--- src/rtl/sum_display_driver.sv ---
// ============================================================================
// sum_display_driver : captures a 5-bit adder result and shows it in decimal
// on a 4-digit multiplexed active-low seven-segment display.
// Revision: 1.0
// ============================================================================
`default_nettype none

module sum_display_driver #(
  parameter int unsigned REFRESH_DIV = 100000
) (
  input  logic       clk_i,
  input  logic       rst_ni,
  input  logic [3:0] sum_i,
  input  logic       cout_i,
  input  logic       load_i,
  output logic       busy_o,
  output logic       done_o,
  output logic [3:0] an_o,
  output logic [6:0] seg_o,
  output logic       dp_o
);

  localparam int unsigned     CNT_W     = (REFRESH_DIV > 1) ? $clog2(REFRESH_DIV) : 1;
  localparam logic [CNT_W-1:0] CNT_MAX  = CNT_W'(REFRESH_DIV - 1);
  localparam logic [6:0]      SEG_BLANK = 7'b1111111;

  typedef enum logic [1:0] {S_IDLE, S_CONV, S_DONE} state_e;

  state_e           state_q, state_d;
  logic [4:0]       bin_q, bin_d;
  logic [3:0]       tens_bcd_q, tens_bcd_d;
  logic [3:0]       ones_bcd_q, ones_bcd_d;
  logic [2:0]       iter_q, iter_d;
  logic [3:0]       tens_q, tens_d;
  logic [3:0]       ones_q, ones_d;
  logic [CNT_W-1:0] cnt_q, cnt_d;
  logic [1:0]       idx_q, idx_d;
  logic [3:0]       an_q, an_d;
  logic [6:0]       seg_q, seg_d;

  logic [3:0] tens_adj, ones_adj, tens_shift, ones_shift;
  logic       unused_tens_msb;

  function automatic logic [6:0] seg7(input logic [3:0] d);
    case (d)
      4'd0:    seg7 = 7'b1000000;
      4'd1:    seg7 = 7'b1111001;
      4'd2:    seg7 = 7'b0100100;
      4'd3:    seg7 = 7'b0110000;
      4'd4:    seg7 = 7'b0011001;
      4'd5:    seg7 = 7'b0010010;
      4'd6:    seg7 = 7'b0000010;
      4'd7:    seg7 = 7'b1111000;
      4'd8:    seg7 = 7'b0000000;
      4'd9:    seg7 = 7'b0010000;
      default: seg7 = SEG_BLANK;
    endcase
  endfunction

  // One double-dabble step: add-3 correction, then shift the next binary bit in.
  assign tens_adj        = (tens_bcd_q >= 4'd5) ? tens_bcd_q + 4'd3 : tens_bcd_q;
  assign ones_adj        = (ones_bcd_q >= 4'd5) ? ones_bcd_q + 4'd3 : ones_bcd_q;
  assign tens_shift      = {tens_adj[2:0], ones_adj[3]};
  assign ones_shift      = {ones_adj[2:0], bin_q[4]};
  assign unused_tens_msb = tens_adj[3];

  always_comb begin
    state_d    = state_q;
    bin_d      = bin_q;
    tens_bcd_d = tens_bcd_q;
    ones_bcd_d = ones_bcd_q;
    iter_d     = iter_q;
    tens_d     = tens_q;
    ones_d     = ones_q;
    case (state_q)
      S_IDLE: begin
        if (load_i) begin
          bin_d      = {cout_i, sum_i};
          tens_bcd_d = 4'd0;
          ones_bcd_d = 4'd0;
          iter_d     = 3'd0;
          state_d    = S_CONV;
        end
      end
      S_CONV: begin
        bin_d      = {bin_q[3:0], 1'b0};
        tens_bcd_d = tens_shift;
        ones_bcd_d = ones_shift;
        iter_d     = iter_q + 3'd1;
        if (iter_q == 3'd4) begin
          tens_d  = tens_shift;
          ones_d  = ones_shift;
          state_d = S_DONE;
        end
      end
      S_DONE:  state_d = S_IDLE;
      default: state_d = S_IDLE;
    endcase
  end

  // Scan outputs are built from next-state values so an and seg move together.
  always_comb begin
    cnt_d = (cnt_q == CNT_MAX) ? '0 : cnt_q + 1'b1;
    idx_d = (cnt_q == CNT_MAX) ? idx_q + 2'd1 : idx_q;
    an_d  = ~(4'b0001 << idx_d);
    case (idx_d)
      2'd0:    seg_d = seg7(ones_d);
      2'd1:    seg_d = (tens_d == 4'd0) ? SEG_BLANK : seg7(tens_d);
      default: seg_d = SEG_BLANK;
    endcase
  end

  always_ff @(posedge clk_i or negedge rst_ni) begin
    if (!rst_ni) begin
      state_q    <= S_IDLE;
      bin_q      <= '0;
      tens_bcd_q <= '0;
      ones_bcd_q <= '0;
      iter_q     <= '0;
      tens_q     <= '0;
      ones_q     <= '0;
      cnt_q      <= '0;
      idx_q      <= '0;
      an_q       <= 4'b1110;
      seg_q      <= 7'b1000000;
    end else begin
      state_q    <= state_d;
      bin_q      <= bin_d;
      tens_bcd_q <= tens_bcd_d;
      ones_bcd_q <= ones_bcd_d;
      iter_q     <= iter_d;
      tens_q     <= tens_d;
      ones_q     <= ones_d;
      cnt_q      <= cnt_d;
      idx_q      <= idx_d;
      an_q       <= an_d;
      seg_q      <= seg_d;
    end
  end

  assign busy_o = (state_q != S_IDLE);
  assign done_o = (state_q == S_DONE);
  assign an_o   = an_q;
  assign seg_o  = seg_q;
  assign dp_o   = 1'b1;

endmodule

`default_nettype wire

--- config.mk ---
export PLATFORM = sky130hd
export DESIGN_NAME = sum_display_driver
export DESIGN_NICKNAME = d
export VERILOG_FILES = /design/src/rtl/sum_display_driver.sv
export SDC_FILE = /design/constraint.sdc
export NUM_CORES = 1
export LEC_CHECK = 0
export ABC_AREA = 0
export BUFFER_PORTS_ARGS = -buffer_cell sky130_fd_sc_hd__buf_4
export CORE_ASPECT_RATIO = 0.6
export CORE_MARGIN = 2
export CORE_UTILIZATION = 65
export DETAILED_ROUTE_END_ITERATION = 6
export PLACE_DENSITY = 0.82
export SYNTH_ARGS = -nofsm -noshare
export SYNTH_HDL_FRONTEND = slang
export SYNTH_SLANG_ARGS = --single-unit
--- constraint.sdc ---
create_clock -name clk_i -period 5.2 [get_ports clk_i]
set_input_delay 0 -clock clk_i [delete_from_list [all_inputs] [get_ports clk_i]]
set_output_delay 0 -clock clk_i [all_outputs]
set_load 0.1 [all_outputs]
==> impl_metrics.toml, run 1 <==
[run_status]
status = "finished clean"

[clock_network]
cts_tree = "done"
clk_path_buf_depth = 2
post_cts_buffers = 0
post_cts_resized = 0
cts_root_buf = "clkbuf_8"
cts.sinks = 56
holdBufCountCts = 4
htreeDepth = 2
clk_pin_slew_ns = 0.10
numCtsBuffers = 5
clk_latency_ns = 0.32

[route]
totalWireLength_mm = 7.21
drc = 0
ant_nets = 0
drt-vias-per-instance = 6.21
routedWlPerCell_um = 17.2
detail_route.iter0.violations = 195
num_vias = 2600
first_pass_iters = 5

[logic_synthesis]
synth_ff_type = "dfrtp_1"
ys_seq_area_share_pct = 43.0
synth_top_cell_by_area = "dfrtp_1"
netlist_area_um2 = 3270
syn_area_per_cell_um2 = 9.80
syn_inst = 334
ys_types = 76
synth-edff-count = 0
ys_seq_elements = 56
synth.net_count = 360
synth_area_leaders = "dfrtp_1 (40%), ha_1 (6.9%), nand2_1 (4.0%)"
synth_warnings = 0
netlist.area_leader.share_pct = 39.8
ys_async_sr_fraction_pct = 100

[power_and_ir_drop]
power_w = 0.00226
leakage_nw = 1.61
ir_worst_vdd_v = 0.000354
powerDensity_nw_per_um2 = 625

[worst_setup_path]
cp.arrival_ns = 3.21
timing.rr.start = "ones_bcd_q[0]$_DFFE_PN0P_"
crit_path_end_kind = "register"
worstSetupPathType = "register to register"
start_kind = "register"
setup.worst_path.start = "ones_bcd_q[0]$_DFFE_PN0P_"
cp.required_ns = 5.41
crit_fanout = 9

[job]
cap_violations = 0

[floorplan]
start_util_pct = 69.5
rows = 19
fp.coreArea_um2 = 4710
die_h_um = 59.0
dieWidth_um = 95.6
die_area_um2 = 5640
boundaryPins = 22

[global_routing]
grt_pass1_vias = 2323
antenna_found_initial = 0
grt_overflow = 0
grt_first_pass_wirelength_mm = 12.1
grt_max_degree = 57
grt_use_total_pct = 28.5

[timing]
rsz0062_at_grt = "no"
slew_viol_final = 0
skew_ns = 0.0136
period_share_pct = 57.7
hold-worst-slack_ns = 0.0129
timing.slew.headroom_pct = 33.3
tightest_slew_ns = 0.999
hold_viol = 0
finalSetupViolCount = 0
tns_ns = 0
fmax_mhz = 333
period_needed_ns = 3.00

[final_layout]
nets = 381
drive_above_1_share_pct = 15.2
area_growth_pct = 10.5
diodes = 0
final_cell_mix = "dfrtp_1 (52), nand2_1 (35), nor2_1 (24)"
final_area_um2 = 3610
final_common_cell = "dfrtp_1"

[place]
numPortBuffers = 20
gp_congestion = 0.917
dpl-instance-area_um2 = 3430
hpwl_mm = 5.17

[min_path]
hp-class = "input pin to register"
min-delay-start = "sum_i[0]"
[worst max-delay path, stage by stage, from the launching register on]
cell and delay, ns:
dfrtp_1 0.53, inv_1 0.08, ha_1 0.26, nor2b_1 0.16
nor3_1 0.19, a21oi_1 0.11, o21a_1 0.25, ha_1 0.29
or3_1 0.37, a31o_1 0.26, a2111oi_4 0.32, nor3_2 0.07
[routing by layer]
layer | part of all wire (%) | up-vias | GRT usage [%]
li1 | - | 1222 | -
met1 | 50 | 1230 | 48.8
met2 | 39 | 136 | 36.0
met3 | 9.5 | 12 | 6.15
met4 | 0.86 | 0 | 5.92
met5 | 0 | - | 0
[metrics by stage]
stage / worst slack, ns / cells / util, %
floorplan: 2.51 / 334 / -
global placement: 2.37 / 406 / 72.9
detailed placement: 2.28 / 406 / 72.9
CTS: 2.23 / 418 / 76.6
global route: 2.02 / 419 / 76.8
finish: 2.20 / 419 / 76.8
[registers in the layout, summed over array words and instances, names as in the netlist]
name        count
tens_bcd_q      4
ones_bcd_q      4
iter_q          3
bin_q           5
seg_o           7
idx_q           2
state_q         2
cnt_q          17
tens_q          4
an_o            4
ones_q          4
[layout make-up]
cell class	count	area, um^2
Clock buffer	6	72.6
Clock inverter	2	60.1
Fill cell	317	1090
Inverter	22	83.8
Multi-Input combinational cell	245	1710
Sequential cell	56	1410
Tap cell	63	78.8
Timing Repair Buffer	25	200
[kinds of logic after synthesis]
group | share of synthesized area [%]
flip-flops | 43.0
adder cells (fa/ha/maj) | 6.88
AO/OA/AOI/OAI | 18.8
XOR/XNOR | 5.32
AND/OR/NAND/NOR | 20.6
other | 0.115
multiplexers | 0.650
buffers and inverters | 4.67
[worst paths after layout]
path                                        endpoint  slack (ns)  cells after the start
worst max-delay path              seg_o[4]$_DFF_PN0_        2.20                     11
worst min-delay path            bin_q[0]$_DFFE_PN0P_        0.01                      3
worst max register to register    seg_o[4]$_DFF_PN0_        2.20                     11
worst min register to register    cnt_q[0]$_DFF_PN0_        0.49                      1
max in group asynchronous         cnt_q[7]$_DFF_PN0_        4.47                      2
min in group asynchronous         cnt_q[4]$_DFF_PN0_        0.28                      2
[synthesized netlist by cell type, types with 3 or more instances]
library cell and n:
a22o_1 6, and3_1 3, a22oi_1 4, buf_4 3
inv_1 19, ha_1 18, o21ai_0 21, a32oi_1 3
dfstp_2 4, o31ai_1 4, and2_1 4, xor2_1 8
nor2_1 24, nand2_1 35, a21oi_1 13, nand3_1 10
nand2b_1 5, clkbuf_1 5, nor3_1 6, xnor2_1 10
nor2b_1 10, dfrtp_1 52
[power breakdown]
| part | internal, W | switching (W) |
|---|---|---|
| Clock | 0.000192 | 0.000139 |
| Combinational | 0.000422 | 0.000812 |
| Sequential | 0.000559 | 0.000136 |
(Power assumes the default switching activity.)
==> inputs of run 2 (changes only) <==
CORE_UTILIZATION = 55   (was 65)
PLACE_DENSITY = 0.73   (was 0.82)
clock period = 2.6 ns   (was 5.2 ns; I/O delays follow)
==> run 2 against run 1 <==
Effect of this change: the run now ends with setup timing left; largest power group unchanged; largest cell class unchanged; cell count increased by 12%; critical endpoint unchanged; maximum frequency rose by 12%; register-to-register slack got worse by 2.3 ns; wire length increased by 13%.
==> impl_metrics.toml, run 2 (synthesis results as in run 1) <==
[timing]
fmax_mhz = 374
rsz0062_at_grt = "yes"
layout_setup_ws_ns = -0.0742
skew_ns = 0.00446
finalSetupViolCount = 1
period_share_pct = 103
timing.slew.headroom_pct = 52.9
tightest_slew_ns = 0.707
period_needed_ns = 2.67
slew_viol_final = 0
hold_viol = 0

[route]
routedWlPerCell_um = 17.3
drt-vias-per-instance = 5.82
num_vias = 2739
met3WireLength_um = 705
highest_layer = "met4"
detail_route.iter0.violations = 264
drc = 0
wl_met1_mm = 4.10
first_pass_iters = 5
totalWireLength_mm = 8.16
ant_nets = 0
wl_met2_mm = 3.26

[worst_setup_path]
crit_path_end_kind = "register"
cp.arrival_ns = 2.92
crit_fanout = 4
start_kind = "register"
cpPeakStageDelay_ns = 0.47
ff2ff_path_depth = 11
critical_path.slowest_cell = "dfrtp_2"
cp.required_ns = 2.85
path_cells = "ha_4, nand2b_4, a21oi_4, xnor2_2, nand2_1, and2_2, ha_2, or3_1, a32oi_2, a21oi_1, nor3_2"
worstSetupPathType = "register to register"

[run_status]
violations = "setup timing"
status = "finished with violations"

[place]
dpl.cell_count = 449
hpwl_mm = 5.40
dpl-instance-area_um2 = 3650
gp_congestion = 0.856
numPortBuffers = 20

[final_layout]
drive_above_1_share_pct = 28.6
final_area_um2 = 4040
diodes = 0
regMostFlops = "cnt_q"
area_growth_pct = 23.5
final_common_cell = "buf_4"
largest_register_ffs = 17
nets = 416
final-seq-area_um2 = 1410
final_cells = 471
multi_input_area_um2 = 1860
final_cell_mix = "buf_4 (53), dfrtp_1 (51), nand2_1 (35)"
num-fill-cells = 414

[clock_network]
cts_tree = "done"
cts.sinks = 56
cts_root_buf = "clkbuf_8"
htreeDepth = 2
numCtsBuffers = 5
clk_path_buf_depth = 2
clk_pin_slew_ns = 0.11
clk_latency_ns = 0.33

[power_and_ir_drop]
leakage_nw = 1.80
powerDensity_nw_per_um2 = 1310
ir_worst_vdd_v = 0.000820

[floorplan]
fp.coreArea_um2 = 5650
start_util_pct = 57.9
die_area_um2 = 6600
rows = 21
die_h_um = 63.7
dieWidth_um = 104
boundaryPins = 22

[min_path]
min_path_cells = 4
hp-class = "input pin to register"

[global_routing]
grt_first_pass_wirelength_mm = 12.8
grt_pass1_vias = 2500
grt_max_degree = 57
grt_use_total_pct = 24.5
grt_overflow = 0
antenna_found_initial = 0

[job]
cap_violations = 0
## run 2: cell count changes in the layout (fill, tap and decap cells not counted), moves of 2 or more
cell / change
a21oi_1: -3
a21oi_4: +2
buf_4: +33
clkinv_4: +2
ha_1: -5
ha_4: +4
inv_1: -3
inv_2: +3
nand2b_1: -2
nand2b_4: +2
xnor2_1: -2
xnor2_2: +2
## run 2: power breakdown
part | internal (W) | total [W] | leakage [nW] | switching (W)
clock | 0.000291 | 0.000608 | 0.0583 | 0.000318
sequential | 0.00112 | 0.00133 | 0.708 | 0.000212
combinational | 0.00136 | 0.00334 | 1.04 | 0.00199
total | 0.00277 | 0.00528 | 1.80 | 0.00252
## run 2: worst max-delay path, delay by kind of cell (launching register included)
family	cells	cell delay [ns]
AND/OR/NAND/NOR	5	1.02
AO/OA/AOI/OAI	3	0.56
XOR/XNOR	1	0.16
flip-flops	1	0.47
adder cells (fa/ha/maj)	2	0.39
## run 2: path summary, 6_finish.rpt
path	from	end	slack [ns]
worst min register to register	cnt_q[0]$_DFF_PN0_	cnt_q[0]$_DFF_PN0_	0.48
min in group asynchronous	rst_ni	cnt_q[1]$_DFF_PN0_	0.26
worst max-delay path	ones_bcd_q[0]$_DFFE_PN0P_	seg_o[4]$_DFF_PN0_	-0.07
max in group asynchronous	rst_ni	ones_bcd_q[0]$_DFFE_PN0P_	1.84
worst max register to register	ones_bcd_q[0]$_DFFE_PN0P_	seg_o[4]$_DFF_PN0_	-0.07
worst min-delay path	load_i	bin_q[1]$_DFFE_PN0P_	0.05
## run 2: per-stage QoR
step	utilization [%]	setup slack [ns]	power [W]	hold WS [ns]	setup TNS, ns
floorplan	-	0.0226	0.00326	-0.296	0
global placement	64.7	0.0585	0.00409	0.0978	0
detailed placement	64.7	-0.0506	0.00412	0.104	-0.0506
CTS	68.8	-0.0338	0.00488	0.0586	-0.0338
global route	71.5	-0.131	0.00558	0.0916	-0.244
finish	71.5	-0.0742	0.00528	0.0548	-0.0742
## run 2: layout make-up
| class | instances | area share [%] |
|---|---|---|
| Clock buffer | 5 | 1.70 |
| Sequential cell | 56 | 34.8 |
| Clock inverter | 3 | 1.18 |
| Multi-Input combinational cell | 245 | 46.1 |
| Timing Repair Buffer | 60 | 11.6 |
| Inverter | 22 | 2.07 |
| Tap cell | 80 | 2.48 |
## run 2: metal layers
metal | vias up | GRT usage (%)
met1 | 1313 | 41.0
met2 | 120 | 31.3
met5 | - | 0
li1 | 1297 | -
met4 | 0 | 6.76
met3 | 9 | 4.59
## run 2: timing repair
item                                   in CTS  in global routing
setup buffers                               3                  5
endpoints found under the hold margin      57                  0
hold buffers                                6                  0
resized for setup                           7                 25
pin swaps                                   6                 12
setup endpoints to repair                   2                  4
